==> config.mk <==
export PLATFORM = sky130hd
export DESIGN_NAME = bus_arbiter_flat
export DESIGN_NICKNAME = d
export VERILOG_FILES = /design/src/rtl/bus_arbiter_if.sv /design/src/rtl/bus_arbiter.sv /design/src/flat_wrapper.sv
export SDC_FILE = /design/constraint.sdc
export NUM_CORES = 1
export LEC_CHECK = 0
export ABC_AREA = 1
export CAP_MARGIN = 25
export CORE_ASPECT_RATIO = 1.5
export CORE_MARGIN = 5
export CORE_UTILIZATION = 44
export CTS_CLUSTER_SIZE = 14
export DETAILED_ROUTE_END_ITERATION = 10
export GPL_ROUTABILITY_DRIVEN = 1
export PLACE_DENSITY_LB_ADDON = 0.2
export SYNTH_ARGS = -nofsm -noshare
export SYNTH_HDL_FRONTEND = slang
export SYNTH_SLANG_ARGS = --single-unit
==> constraint.sdc <==
create_clock -name clk -period 2.4 [get_ports clk]
set_input_delay 0.48 -clock clk [delete_from_list [all_inputs] [get_ports clk]]
set_output_delay 0.48 -clock clk [all_outputs]
set_load 0.02 [all_outputs]
==> src/rtl/bus_arbiter_if.sv <==
// Signal bundle between bus_arbiter, the IF/MEM pipeline ports and the SRAM-style bus.
// The slave modport is the arbiter's view; master is the pipeline/memory side.
interface bus_arbiter_if;
  logic        if_ce;
  logic [31:0] if_addr;
  logic [31:0] if_inst;
  logic        mem_ce;
  logic        mem_we;
  logic [3:0]  mem_sel;
  logic [31:0] mem_addr;
  logic [31:0] mem_wdata;
  logic [31:0] mem_rdata;
  logic        flush;
  logic        stallreq_if;
  logic        stallreq_mem;
  logic        bus_ce;
  logic        bus_we;
  logic [3:0]  bus_sel;
  logic [31:0] bus_addr;
  logic [31:0] bus_wdata;
  logic [31:0] bus_rdata;
  logic        bus_ack;
  logic        bus_timeout;

  modport slave (
    input  if_ce, if_addr, mem_ce, mem_we, mem_sel, mem_addr, mem_wdata, flush,
           bus_rdata, bus_ack,
    output if_inst, mem_rdata, stallreq_if, stallreq_mem,
           bus_ce, bus_we, bus_sel, bus_addr, bus_wdata, bus_timeout
  );

  modport master (
    output if_ce, if_addr, mem_ce, mem_we, mem_sel, mem_addr, mem_wdata, flush,
           bus_rdata, bus_ack,
    input  if_inst, mem_rdata, stallreq_if, stallreq_mem,
           bus_ce, bus_we, bus_sel, bus_addr, bus_wdata, bus_timeout
  );
endinterface

==> src/rtl/bus_arbiter.sv <==
// Shares one SRAM-style bus between instruction fetch and the MEM load/store port (MEM wins).
// Optional BUS_ARB_TIMEOUT_EN adds a BUSY watchdog that force-terminates a hung access.
module bus_arbiter #(
  parameter int unsigned TIMEOUT = 255
) (
  input  logic          clk,
  input  logic          rst,
  bus_arbiter_if.slave  io
);

  typedef enum logic [2:0] {
    IDLE     = 3'd0,
    MEM_BUSY = 3'd1,
    IF_BUSY  = 3'd2,
    MEM_DONE = 3'd3,
    IF_DONE  = 3'd4
  } state_e;

  state_e      state_q, state_d;
  logic        killed_q, killed_d;
  logic        bus_ce_q, bus_ce_d;
  logic        bus_we_q, bus_we_d;
  logic [3:0]  bus_sel_q, bus_sel_d;
  logic [31:0] bus_addr_q, bus_addr_d;
  logic [31:0] bus_wdata_q, bus_wdata_d;
  logic [31:0] if_inst_q, if_inst_d;
  logic [31:0] mem_rdata_q, mem_rdata_d;

  logic        busy;
  logic        kill_now;
  logic        expire;
  logic        fin;
  logic [31:0] rdata_eff;

  assign busy      = (state_q == MEM_BUSY) || (state_q == IF_BUSY);
  // a flush coinciding with the ack still kills the access
  assign kill_now  = killed_q | io.flush;
  assign fin       = io.bus_ack | expire;
  assign rdata_eff = io.bus_ack ? io.bus_rdata : 32'h0;

`ifdef BUS_ARB_TIMEOUT_EN
  localparam logic [7:0] CNT_LAST = 8'(TIMEOUT - 1);

  logic [7:0] cnt_q;
  logic       tmo_q;

  // terminate in the BUSY cycle whose increment reaches TIMEOUT-1
  assign expire = busy & ~io.bus_ack & ((cnt_q + 8'd1) == CNT_LAST);

  always_ff @(posedge clk or negedge rst) begin
    if (!rst) begin
      cnt_q <= 8'd0;
      tmo_q <= 1'b0;
    end else begin
      tmo_q <= expire;
      if (state_q == IDLE) cnt_q <= 8'd0;
      else if (busy)       cnt_q <= cnt_q + 8'd1;
    end
  end

  assign io.bus_timeout = tmo_q;
`else
  assign expire         = 1'b0;
  assign io.bus_timeout = 1'b0;
`endif

  always_comb begin
    state_d     = state_q;
    killed_d    = killed_q;
    bus_ce_d    = bus_ce_q;
    bus_we_d    = bus_we_q;
    bus_sel_d   = bus_sel_q;
    bus_addr_d  = bus_addr_q;
    bus_wdata_d = bus_wdata_q;
    if_inst_d   = if_inst_q;
    mem_rdata_d = mem_rdata_q;

    case (state_q)
      IDLE: begin
        killed_d = 1'b0;
        if (!io.flush) begin
          if (io.mem_ce) begin
            bus_ce_d    = 1'b1;
            bus_we_d    = io.mem_we;
            bus_sel_d   = io.mem_sel;
            bus_addr_d  = io.mem_addr;
            bus_wdata_d = io.mem_wdata;
            state_d     = MEM_BUSY;
          end else if (io.if_ce) begin
            bus_ce_d    = 1'b1;
            bus_we_d    = 1'b0;
            bus_sel_d   = 4'hF;
            bus_addr_d  = io.if_addr;
            state_d     = IF_BUSY;
          end
        end
      end

      MEM_BUSY, IF_BUSY: begin
        killed_d = kill_now;
        if (fin) begin
          bus_ce_d = 1'b0;
          if (kill_now) begin
            killed_d = 1'b0;
            state_d  = IDLE;
          end else if (state_q == MEM_BUSY) begin
            if (!bus_we_q) mem_rdata_d = rdata_eff;
            state_d = MEM_DONE;
          end else begin
            if_inst_d = rdata_eff;
            state_d   = IF_DONE;
          end
        end
      end

      MEM_DONE, IF_DONE: state_d = IDLE;

      default: state_d = IDLE;
    endcase
  end

  always_ff @(posedge clk or negedge rst) begin
    if (!rst) begin
      state_q     <= IDLE;
      killed_q    <= 1'b0;
      bus_ce_q    <= 1'b0;
      bus_we_q    <= 1'b0;
      bus_sel_q   <= 4'h0;
      bus_addr_q  <= 32'h0;
      bus_wdata_q <= 32'h0;
      if_inst_q   <= 32'h0;
      mem_rdata_q <= 32'h0;
    end else begin
      state_q     <= state_d;
      killed_q    <= killed_d;
      bus_ce_q    <= bus_ce_d;
      bus_we_q    <= bus_we_d;
      bus_sel_q   <= bus_sel_d;
      bus_addr_q  <= bus_addr_d;
      bus_wdata_q <= bus_wdata_d;
      if_inst_q   <= if_inst_d;
      mem_rdata_q <= mem_rdata_d;
    end
  end

  assign io.bus_ce    = bus_ce_q;
  assign io.bus_we    = bus_we_q;
  assign io.bus_sel   = bus_sel_q;
  assign io.bus_addr  = bus_addr_q;
  assign io.bus_wdata = bus_wdata_q;
  assign io.if_inst   = if_inst_q;
  assign io.mem_rdata = mem_rdata_q;

  // stall requests stay low while reset is held
  assign io.stallreq_mem = rst & io.mem_ce & (state_q != MEM_DONE);
  assign io.stallreq_if  = rst & io.if_ce  & (state_q != IF_DONE);

endmodule

==> src/flat_wrapper.sv <==
// flat-port wrapper written by rule: the top's interface ports become plain ports
module bus_arbiter_flat 
#(
  parameter int unsigned TIMEOUT = 255
)
  (clk, rst, io_if_ce, io_if_addr, io_mem_ce, io_mem_we, io_mem_sel, io_mem_addr, io_mem_wdata, io_flush, io_bus_rdata, io_bus_ack, io_if_inst, io_mem_rdata, io_stallreq_if, io_stallreq_mem, io_bus_ce, io_bus_we, io_bus_sel, io_bus_addr, io_bus_wdata, io_bus_timeout);
  bus_arbiter_if io_i ();
  input  logic clk;
  input  logic rst;
  input wire logic [$bits(io_i.if_ce)-1:0] io_if_ce;
  input wire logic [$bits(io_i.if_addr)-1:0] io_if_addr;
  input wire logic [$bits(io_i.mem_ce)-1:0] io_mem_ce;
  input wire logic [$bits(io_i.mem_we)-1:0] io_mem_we;
  input wire logic [$bits(io_i.mem_sel)-1:0] io_mem_sel;
  input wire logic [$bits(io_i.mem_addr)-1:0] io_mem_addr;
  input wire logic [$bits(io_i.mem_wdata)-1:0] io_mem_wdata;
  input wire logic [$bits(io_i.flush)-1:0] io_flush;
  input wire logic [$bits(io_i.bus_rdata)-1:0] io_bus_rdata;
  input wire logic [$bits(io_i.bus_ack)-1:0] io_bus_ack;
  output wire logic [$bits(io_i.if_inst)-1:0] io_if_inst;
  output wire logic [$bits(io_i.mem_rdata)-1:0] io_mem_rdata;
  output wire logic [$bits(io_i.stallreq_if)-1:0] io_stallreq_if;
  output wire logic [$bits(io_i.stallreq_mem)-1:0] io_stallreq_mem;
  output wire logic [$bits(io_i.bus_ce)-1:0] io_bus_ce;
  output wire logic [$bits(io_i.bus_we)-1:0] io_bus_we;
  output wire logic [$bits(io_i.bus_sel)-1:0] io_bus_sel;
  output wire logic [$bits(io_i.bus_addr)-1:0] io_bus_addr;
  output wire logic [$bits(io_i.bus_wdata)-1:0] io_bus_wdata;
  output wire logic [$bits(io_i.bus_timeout)-1:0] io_bus_timeout;
  assign io_i.if_ce = io_if_ce;
  assign io_i.if_addr = io_if_addr;
  assign io_i.mem_ce = io_mem_ce;
  assign io_i.mem_we = io_mem_we;
  assign io_i.mem_sel = io_mem_sel;
  assign io_i.mem_addr = io_mem_addr;
  assign io_i.mem_wdata = io_mem_wdata;
  assign io_i.flush = io_flush;
  assign io_i.bus_rdata = io_bus_rdata;
  assign io_i.bus_ack = io_bus_ack;
  assign io_if_inst = io_i.if_inst;
  assign io_mem_rdata = io_i.mem_rdata;
  assign io_stallreq_if = io_i.stallreq_if;
  assign io_stallreq_mem = io_i.stallreq_mem;
  assign io_bus_ce = io_i.bus_ce;
  assign io_bus_we = io_i.bus_we;
  assign io_bus_sel = io_i.bus_sel;
  assign io_bus_addr = io_i.bus_addr;
  assign io_bus_wdata = io_i.bus_wdata;
  assign io_bus_timeout = io_i.bus_timeout;
  bus_arbiter #(.TIMEOUT(TIMEOUT)) u_core (.clk(clk), .rst(rst), .io(io_i));
endmodule
* After elaboration in Yosys (flattened, before gate mapping)
Cells that the tools add are included.
** Word-level totals
- Register bits after elaboration :: 138
- Input port bits :: 139
- Output and inout bits :: 137
- Logic and storage cells :: 55
** Operators by class
- Equality and inequality tests :: 7
- Mux-type cells :: 20
- Bitwise gates (word level) :: 9
- Reduce and logical (&&, ||, !) cells :: 10
** Operator list (count)
- 32-bit two-way mux :: 2
- 3-bit two-way mux :: 6
- 3-bit AND reduction :: 3
- 4-bit two-way mux :: 2
- 4-bit AND reduction :: 2
- 1-bit two-way mux :: 7
- 3-bit inequality test (second input constant) :: 2
- 3-bit one-hot mux with 2 select lines :: 1
- 5-bit AND reduction :: 1
- 1-bit bitwise AND :: 4
- 2-bit inequality test (second input constant) :: 2
- 1-bit inverter :: 4
- 1-bit one-hot mux with 2 select lines :: 2
- 2-bit nonzero test :: 2
- 3-bit by 1-bit equality test with 1-bit output (second input constant) :: 1
- 3-bit by 2-bit equality test with 1-bit output (second input constant) :: 1
- 3-bit zero test :: 1
- 3-bit by 2-bit inequality test with 1-bit output (second input constant) :: 1
- 2-bit OR reduction :: 1
- 1-bit OR :: 1

* Longest topological paths before layout
Gate-level depths: netlist (run 1).
- Word-level depth :: 5
- Mapped depth :: 7
- Gate-level depth less buffers :: 7

* Least setup slack after synthesis (run 1)
No wires, ideal clock.
- Kind :: in2out
- Start :: input io_mem_ce
- End :: output io_stallreq_mem
- Arrival time :: 1.338 ns
- Required time :: 1.920 ns
- Slack :: 0.582 ns
- Stages :: 4
- Path buffers :: 2
- Cell sequence :: buf_4 clkbuf_1 nand2_1 a31oi_1
** Between the ends
- Word-level cells in the longest chain between the ends :: 2
** RTL lines
- start, declared :: line flat_wrapper.sv:12 : input wire logic [$bits(io_i.mem_ce)-1:0] io_mem_ce;
- 1-bit bitwise AND (2 in series) :: line bus_arbiter.sv:155 : assign io.stallreq_mem = rst & io.mem_ce & (state_q != MEM_DONE);
- end, declared :: line flat_wrapper.sv:23 : output wire logic [$bits(io_i.stallreq_mem)-1:0] io_stallreq_mem;
No other way between the ends.

* Worst setup path in the final report (run 1)
Same ends and word-level chain as after synthesis.

==> results of run 1 <==
logic make-up after synthesis:
group / count (synthesis) / synth area share [%]
other: 1 / 0.0643
flip-flops: 138 / 59.2
AND/OR/NAND/NOR: 426 / 31.0
buffers and inverters: 47 / 4.70
AO/OA/AOI/OAI: 42 / 5.04
report_power, final:
| part | leakage [µW] | switching, µW | internal, µW | total [µW] |
|---|---|---|---|---|
| clock | 0.000313 | 1010 | 1880 | 2880 |
| sequential | 0.00174 | 644 | 3430 | 4080 |
| combinational | 0.00244 | 3220 | 2640 | 5860 |
worst max-delay path by stage:
stage,to,depth (start not counted)
after global placement,u_core.io.bus_addr[26]$_DFFE_PN0P_,7
after floorplan,io_stallreq_mem,4
after detailed placement,u_core.io.bus_addr[0]$_DFFE_PN0P_,7
final,io_stallreq_mem,4
after CTS,io_stallreq_mem,4
after global routing,io_stallreq_mem,4
per-layer routing:
metal / vias up / GRT usage, %
met5: - / 0
met2: 240 / 43.9
li1: 2622 / -
met3: 33 / 8.36
met1: 2679 / 26.5
met4: 0 / 9.33
worst max-delay path, cell delays in order:
cell	delay (ns)
clkdlybuf4s50_1	0.52
nand2_1	0.06
a31oi_1	0.14
clkdlybuf4s50_1	0.65
state kept, by name (all words and copies together) (netlist names):
| signal | flops |
|---|---|
| u_core.io.bus_addr | 32 |
| u_core.io.bus_ce | 1 |
| u_core.io.bus_sel | 4 |
| u_core.io.bus_wdata | 32 |
| u_core.io.bus_we | 1 |
| u_core.io.if_inst | 32 |
| u_core.io.mem_rdata | 32 |
| u_core.killed_q | 1 |
| u_core.state_q | 3 |
cells in the final DEF (no fill, tap or decap), drive strengths merged:
master	count
nand4	1
clkbuf	18
nor2	10
or2	32
o21ai	6
dfrtp	138
clkdlybuf4s50	273
a21oi	2
o211ai	32
bufinv	5
inv	10
a31oi	1
nand2	314
clkinvlp	2
nor3	1
nand3	68
clkinv	3
buf	15
o21bai	1
conb	1
per-stage QoR:
step	cells	hold WS [ns]	total power (µW)	cell area [µm²]	utilization [%]
finish	1092	0.205	12800	9350	71.8
detailed placement	1061	0.458	10000	8700	66.8
global placement	1061	0.453	9830	8700	66.8
global route	1092	0.258	13500	9350	71.8
CTS	1092	0.245	12900	9350	71.8
floorplan	654	0.184	6880	5830	-
cell type report:
| class | instances | area (µm²) |
|---|---|---|
| clock buffers | 18 | 439 |
| clock inverters | 13 | 214 |
| flip-flops and latches | 138 | 3450 |
| well taps | 159 | 199 |
| fillers | 1004 | 3660 |
| inverters | 7 | 26.3 |
| multi-input cells | 469 | 2110 |
| repair buffers | 288 | 2910 |
==> summary.md, run 1 <==
| Metric | Value |
|---|---|
| PortBufs | `274` |
| CTS tree | `built` |
| Ys async rst share | `100%` |
| Max Clock Skew | `0.0103 ns` |
| Type of the most critical hold path | `in2async` |
| Largest area contributor in the netlist | `dfrtp_1` |
| Synth Warn # | `0` |
| Critical path class | `in2out` |
| Unrepaired setup endpoints after global routing | `false` |
| CTS buffer count | `17` |
| Reg2reg end | `u_core.io.bus_addr[25]$_DFFE_PN0P_` |
| Crit path capture type | `primary output` |
| RR Startpoint | `u_core.state_q[1]$_DFFE_PN0P_` |
| Met3 wire length | `1440 µm` |
| Worst R2R Path Depth | `7` |
| Main flop type after synthesis | `dfrtp_1` |
| Starting Density | `44.8%` |
| CP arrival | `1.85 ns` |
| Max frequency | `430 MHz` |
| Clk slew on worst S/H paths | `0.05 ns` |
| Fin crit share | `97.0%` |
| Synthesized area per cell | `8.92 µm²` |
| I/O Pins | `276` |
| Pre-CTS setup slack | `-0.0237 ns` |
| Pre-Repair DR Iteration Count | `5` |
| Setup Total Neg Slack | `0 ns` |
| Vias in the first global route | `5911` |
| Top cells by area, synth | `dfrtp_1, nand2_1, nand3_1` |
| Commonest cells in the netlist | `nand2_1, dfrtp_1, nand3_1` |
| Top cell type's share of synthesized area | `59.2%` |
| Crit path from | `io_mem_ce` |
| Seq/Total Area, Yosys | `59.2%` |
| Core Area | `13000 µm²` |
| # diodes | `0` |
| Die Wd | `104 µm` |
| # hold bufs at CTS | `0` |
| Overflow left after global routing | `0` |
| Cell with the most instances after synthesis | `nand2_1` |
| Yosys cell types | `24` |
| Layout Nets | `1060` |
| DRC viols | `0` |
| Drt total wl | `19200 µm` |
| #FFs+latches synth | `138` |
| Setup WS post-layout | `0.0726 ns` |
| DRT met1 WL | `7040 µm` |
| Number of vias per cell | `5.10` |
| Largest net degree at the start of global routing | `139` |
| Final Max Slew Viols | `0` |
| Drt initial violations | `248` |
| Post-CTS Setup Repair Bufs | `0` |
| Antenna violations before repair | `0` |
| Highest Signal Layer | `met4` |
| Clk_lat worst skew | `0.41 ns` |
| Via count | `5574` |
| Max_cap viols | `0` |
| CTS HTree Levels | `4` |
| Clk sinks | `138` |
| Final setup violation count | `0` |
| CTS Root Cell | `clkbuf_16` |
| Syn nets | `793` |
| DP HPWL | `14100 µm` |
| Tmin final | `2.33 ns` |
| Lkg Pwr | `0.00449 µW` |
| Synth-to-layout area growth | `60.3%` |
| Routed Antenna Nets | `0` |
| Critical Path RT | `1.92 ns` |
| Synth Instances | `654` |
| Critical-path maximum fanout | `4` |
| Layout cells sized above 1 | `9.32%` |
| Pwr Density | `1370 nW/µm²` |
| DR WL/cell | `17.6 µm` |
| GRT Total Usage | `24.4%` |
| Slew headroom | `41.2%` |
| EDFF count, synth | `0` |
| Hold Fails Final Rpt | `0` |
| First-pass GRT wire length | `30600 µm` |
| GPL Wtd Cong | `0.814` |
| Cell Area, Synth | `5830 µm²` |
| Row cnt | `51` |
| VDD IR max | `0.737 mV` |
| Status | `finished, final reports clean` |
| DR WL met2 | `10200 µm` |
| Vert. Die Dim | `151 µm` |
| Post-CTS Resized | `0` |
| Die area | `15700 µm²` |
| Crit start category | `input pin` |
| Least-Margin Pin Slew | `0.880 ns` |
| Worst reg2reg setup slack | `0.29 ns` |
| Clock Tree Buf Depth | `2` |
No activity file was read; power rests on OpenSTA's default activity.
==> run 2: changes to the inputs <==
Settings changed: CORE_UTILIZATION 44 to 49, DONT_BUFFER_PORTS set to 1.
==> run 2 against run 1 <==
The flow now finishes with violations (hold timing). Routed wire length decreased by 20%. Register-to-register slack improved by 0.45 ns. Cell count decreased by 26%. Combinational power decreased by 70%. Critical path depth decreased by 2. Die area decreased by 9.4%. Setup slack improved by 0.38 ns. Critical path type is now reg2out. Critical endpoint is now io_stallreq_if. Largest cell class unchanged.
==> summary.md, run 2 (synthesis gave the netlist of run 1 again) <==
| Metric | Value |
|---|---|
| Slew headroom | `57.0%` |
| Setup Total Neg Slack | `0 ns` |
| DP HPWL | `11300 µm` |
| GRT Total Usage | `22.0%` |
| Row cnt | `48` |
| Pre-Repair DR Iteration Count | `7` |
| DRC viols | `0` |
| CP Cell Sequence | `nor2_4 -> a21oi_1` |
| Critical Path RT | `1.92 ns` |
| Crit start category | `register` |
| Pwr Density | `1580 nW/µm²` |
| Least-Margin Pin Slew | `0.642 ns` |
| Antenna violations before repair | `0` |
| Fin crit share | `81.0%` |
| Dpl cells | `774` |
| GPL Wtd Cong | `0.814` |
| Vert. Die Dim | `144 µm` |
| Critical path class | `reg2out` |
| PortBufs | `0` |
| Routed Antenna Nets | `0` |
| Crit path capture type | `primary output` |
| Reg2reg end | `u_core.io.bus_sel[3]$_DFFE_PN0P_` |
| Starting Density | `50.3%` |
| CTS HTree Levels | `4` |
| Post-CTS Setup Repair Bufs | `0` |
| Die area | `14200 µm²` |
| Number of vias per cell | `5.35` |
| Slowest cell on the critical path | `a21oi_1` |
| DR WL/cell | `19.1 µm` |
| Final Max Slew Viols | `0` |
| CTS tree | `built` |
| Smallest hold slack | `-0.237 ns` |
| Final std cells w/o fill | `806` |
| Via count | `4309` |
| First-pass GRT wire length | `24400 µm` |
| Max Clock Skew | `0.00888 ns` |
| CTS Root Cell | `clkbuf_16` |
| Critical-path maximum fanout | `6` |
| Pre-CTS setup slack | `0.745 ns` |
| CTS buffer count | `17` |
| Synth-to-layout area growth | `11.6%` |
| Clk sinks | `138` |
| Lkg Pwr | `0.00341 µW` |
| # diodes | `0` |
| Most frequent cells in the layout | `nand2_1, dfrtp_1, nand3_1` |
| Vias in the first global route | `4408` |
| CP peak stage delay | `0.49 ns` |
| Failing checks | `hold timing` |
| Final Core Density | `56.2%` |
| Hold Fails Final Rpt | `138` |
| Most common cell after layout, fill and taps aside | `nand2_1` |
| DP Area | `5860 µm²` |
| Clk_lat worst skew | `0.41 ns` |
| Core Area | `11600 µm²` |
| RR Startpoint | `u_core.state_q[1]$_DFFE_PN0P_` |
| Layout Nets | `782` |
| Overflow left after global routing | `0` |
| CP arrival | `1.46 ns` |
| Max frequency | `514 MHz` |
| Clock Tree Buf Depth | `2` |
| VDD IR max | `0.707 mV` |
| Drt initial violations | `141` |
| Setup WS post-layout | `0.456 ns` |
| Largest net degree at the start of global routing | `141` |
| Unrepaired setup endpoints after global routing | `false` |
| Post-CTS Resized | `0` |
| I/O Pins | `276` |
| Worst reg2reg setup slack | `0.74 ns` |
| Status | `finished with violations` |
| Max_cap viols | `0` |
| Worst R2R Path Depth | `6` |
| Layout cells sized above 1 | `12.3%` |
| Die Wd | `99.1 µm` |
| Final setup violation count | `0` |
| Type of the most critical hold path | `in2async` |
| Clk slew on worst S/H paths | `0.06 ns` |
| Design area | `6510 µm²` |
| Tmin final | `1.94 ns` |
| Drt total wl | `15400 µm` |
run 2: cell types whose count changed in the layout (fill, tap and decap cells not counted):
cell             before  now
buf_12                5    1
buf_6                 1    0
clkbuf_1              0    2
clkbuf_8              1    0
clkdlybuf4s50_1     273    0
clkinv_4              2    1
inv_6                 3    4
run 2: metrics by stage:
step                      power (µW)  hold WS, ns
after floorplan                 6880        0.184
after global placement          7430        0.188
after detailed placement        7530        0.188
after CTS                      10400       -0.260
after global routing           10900       -0.261
final                          10300       -0.237
run 2: worst max-delay path by stage:
stage,from,end,slack (ns),cells past startpoint
floorplan,io_mem_ce,io_stallreq_mem,0.58,4
global placement,u_core.state_q[1]$_DFFE_PN0P_,u_core.io.bus_sel[3]$_DFFE_PN0P_,0.79,6
detailed placement,u_core.state_q[1]$_DFFE_PN0P_,u_core.io.bus_addr[16]$_DFFE_PN0P_,0.75,6
CTS,u_core.state_q[1]$_DFFE_PN0P_,io_stallreq_if,0.43,2
global route,u_core.state_q[1]$_DFFE_PN0P_,io_stallreq_mem,0.40,1
finish,u_core.state_q[1]$_DFFE_PN0P_,io_stallreq_if,0.46,2
run 2: area by class of cell:
type	count	area, µm²
fillers	1030	5080
flip-flops and latches	138	3450
multi-input cells	469	2110
clock buffers	19	433
clock inverters	13	214
well taps	150	188
repair buffers	10	87.6
inverters	7	26.3
run 2: report_power, final:
part,switching (µW),total [µW],internal [µW]
Combinational,1100,1740,634
Sequential,2280,5700,3420
Clock,988,2850,1860
run 2: routing by layer:
metal / wire, µm / global-route usage (%) / part of all wire (%) / up-vias
li1: - / - / - / 2064
met5: 0 / 0 / 0 / -
met2: 8050 / 37.2 / 52 / 205
met3: 1650 / 8.89 / 11 / 28
met4: 373 / 9.64 / 2.4 / 0
met1: 5350 / 24.2 / 35 / 2012
run 2: critical path: cells and delay by family, from the launching register on:
family | cells | cell delay, ns
flip-flops | 1 | 0.47
AND/OR/NAND/NOR | 1 | 0.09
AO/OA/AOI/OAI | 1 | 0.49
==> run 3: changes to the inputs <==
Clock period 2.4 ns to 2 ns, I/O delays scaled along.
==> run 3 against run 2 <==
The run still ends with hold timing left. Utilization shrank 0.46 points. Combinational power grew 21%. Total power grew 16%. Highest routed layer unchanged. Count of clock-buffer cells in the layout is the same. Die area is the same. Flip-flop and latch count is the same. Global-route usage shrank 0.12 points. Hold slack lost 0.076 ns. Cell count grew 0.25%. Sequential share of layout area grew 0.44 points. First-iteration DRC count grew 50%. Sequential power grew 20%.
==> summary.md, run 3 (synthesis gave the netlist of run 1 again) <==
| Metric | Value |
|---|---|
| Critical Path RT | `1.60 ns` |
| Final Core Density | `55.7%` |
| CP arrival | `1.44 ns` |
| Die Wd | `99.1 µm` |
| Row cnt | `48` |
| Fin crit share | `91.8%` |
| Setup Total Neg Slack | `0 ns` |
| Starting Density | `50.3%` |
| Design area | `6460 µm²` |
| First-pass GRT wire length | `24400 µm` |
| Clk slew on worst S/H paths | `0.06 ns` |
| DP Area | `5880 µm²` |
| Die area | `14200 µm²` |
| DRC viols | `0` |
| Clk_lat worst skew | `0.41 ns` |
| Critical path class | `reg2out` |
| Number of vias per cell | `5.46` |
| Via count | `4415` |
| Layout Nets | `784` |
| I/O Pins | `276` |
| Max frequency | `545 MHz` |
| Slowest cell on the critical path | `a21oi_1` |
| Tmin final | `1.84 ns` |
| Seq. cell area | `3450 µm²` |
| Failing checks | `hold timing` |
| PortBufs | `0` |
| Crit start category | `register` |
| CTS buffer count | `17` |
| CTS HTree Levels | `4` |
| Max_cap viols | `0` |
| Synth-to-layout area growth | `10.7%` |
| Clock Tree Buf Depth | `2` |
| Hold Fails Final Rpt | `138` |
| Drt total wl | `15500 µm` |
| Unrepaired setup endpoints after global routing | `false` |
| Dpl cells | `776` |
| Antenna violations before repair | `0` |
| DR WL/cell | `19.2 µm` |
| Critical-path maximum fanout | `6` |
| Core Area | `11600 µm²` |
| Final Max Slew Viols | `0` |
| Vert. Die Dim | `144 µm` |
| Max Clock Skew | `0.00734 ns` |
| Total Power | `12000 µW` |
| Status | `finished with violations` |
| GPL Wtd Cong | `0.832` |
| Slew headroom | `59.3%` |
| GRT Total Usage | `21.8%` |
| Largest net degree at the start of global routing | `141` |
| Least-Margin Pin Slew | `0.610 ns` |
| Most frequent cells in the layout | `nand2_1, dfrtp_1, nand3_1` |
| Pre-Repair DR Iteration Count | `4` |
| Smallest hold slack | `-0.313 ns` |
| Multi-input logic area | `2110 µm²` |
| Pwr Density | `1850 nW/µm²` |
| Type of the most critical hold path | `in2async` |
| Routed Antenna Nets | `0` |
| Post-CTS Setup Repair Bufs | `0` |
| CP peak stage delay | `0.48 ns` |
| Bufs and invs on worst path | `0` |
| Layout cells sized above 1 | `12.6%` |
| Most common cell after layout, fill and taps aside | `nand2_1` |
| DP HPWL | `11400 µm` |
| Clk sinks | `138` |
| CP Cell Sequence | `nor2_4 -> a21oi_1` |
| Crit path capture type | `primary output` |
| Lkg Pwr | `0.00338 µW` |
| # diodes | `0` |
| CTS Root Cell | `clkbuf_16` |
| Fillers | `1061` |
| Final std cells w/o fill | `808` |
| Final setup violation count | `0` |
| Overflow left after global routing | `0` |
| CTS tree | `built` |
| Drt initial violations | `211` |
| VDD IR max | `0.791 mV` |
| Family with the most delay on the worst path | `compound AO/OA/AOI/OAI gates` |
| Vias in the first global route | `4503` |
| Post-CTS Resized | `0` |
==> run 3: worst register-to-register path, cell delays in order (launching register included) <==
cell	delay (ns)
dfrtp_1	0.45
nor2_4	0.21
nand2_2	0.12
inv_2	0.07
nand2_1	0.27
buf_12	0.28
nand2_1	0.07
nand2_1	0.06
==> run 3: where the power goes <==
part | internal (µW) | total (µW) | switching [µW] | leakage [µW]
Clock | 1850 | 3020 | 1170 | 0.000274
Sequential | 4110 | 6860 | 2750 | 0.00174
Combinational | 765 | 2100 | 1330 | 0.00137
Total | 6720 | 12000 | 5250 | 0.00338
==> run 3: path summary, 6_finish.rpt <==
| kind | start | to | slack (ns) | cells after the start |
|---|---|---|---|---|
| max in group asynchronous | rst | u_core.io.mem_rdata[6]$_DFFE_PN0P_ | 2.07 | 0 |
| worst max register to register | u_core.state_q[1]$_DFFE_PN0P_ | u_core.io.bus_wdata[4]$_DFFE_PN0P_ | 0.36 | 7 |
| min in group clk | io_bus_rdata[30] | u_core.io.if_inst[30]$_DFFE_PN0P_ | 0.11 | 2 |
| worst min register to register | u_core.killed_q$_DFFE_PN0P_ | u_core.killed_q$_DFFE_PN0P_ | 0.54 | 2 |
| worst max-delay path | u_core.state_q[1]$_DFFE_PN0P_ | io_stallreq_if | 0.16 | 2 |
| worst min-delay path | rst | u_core.io.bus_wdata[5]$_DFFE_PN0P_ | -0.31 | 0 |
==> run 3: area by class of cell <==
| class | count | share of cell area, % |
|---|---|---|
| timing repair buffer | 12 | 1.59 |
| sequential | 138 | 53.5 |
| clock buffer | 19 | 6.70 |
| tap | 150 | 2.91 |
| clock inverter | 13 | 2.25 |
| inverter | 7 | 0.407 |
| multi-input combinational | 469 | 32.7 |
==> run 3: per-stage QoR <==
| stage | hold slack [ns] | worst slack, ns |
|---|---|---|
| 6_report | -0.313 | 0.164 |
| 5_1_grt | -0.343 | 0.0981 |
| 4_1_cts | -0.335 | 0.133 |
| 3_5_place_dp | 0.108 | 0.334 |
| 3_3_place_gp | 0.108 | 0.444 |
| 2_1_floorplan | 0.104 | 0.342 |
==> run 3: metal layers <==
metal	wire length [µm]	GRT usage, %
met1	5260	24.1
met2	8330	38.0
met3	1710	9.52
met4	248	6.76
met5	0	0
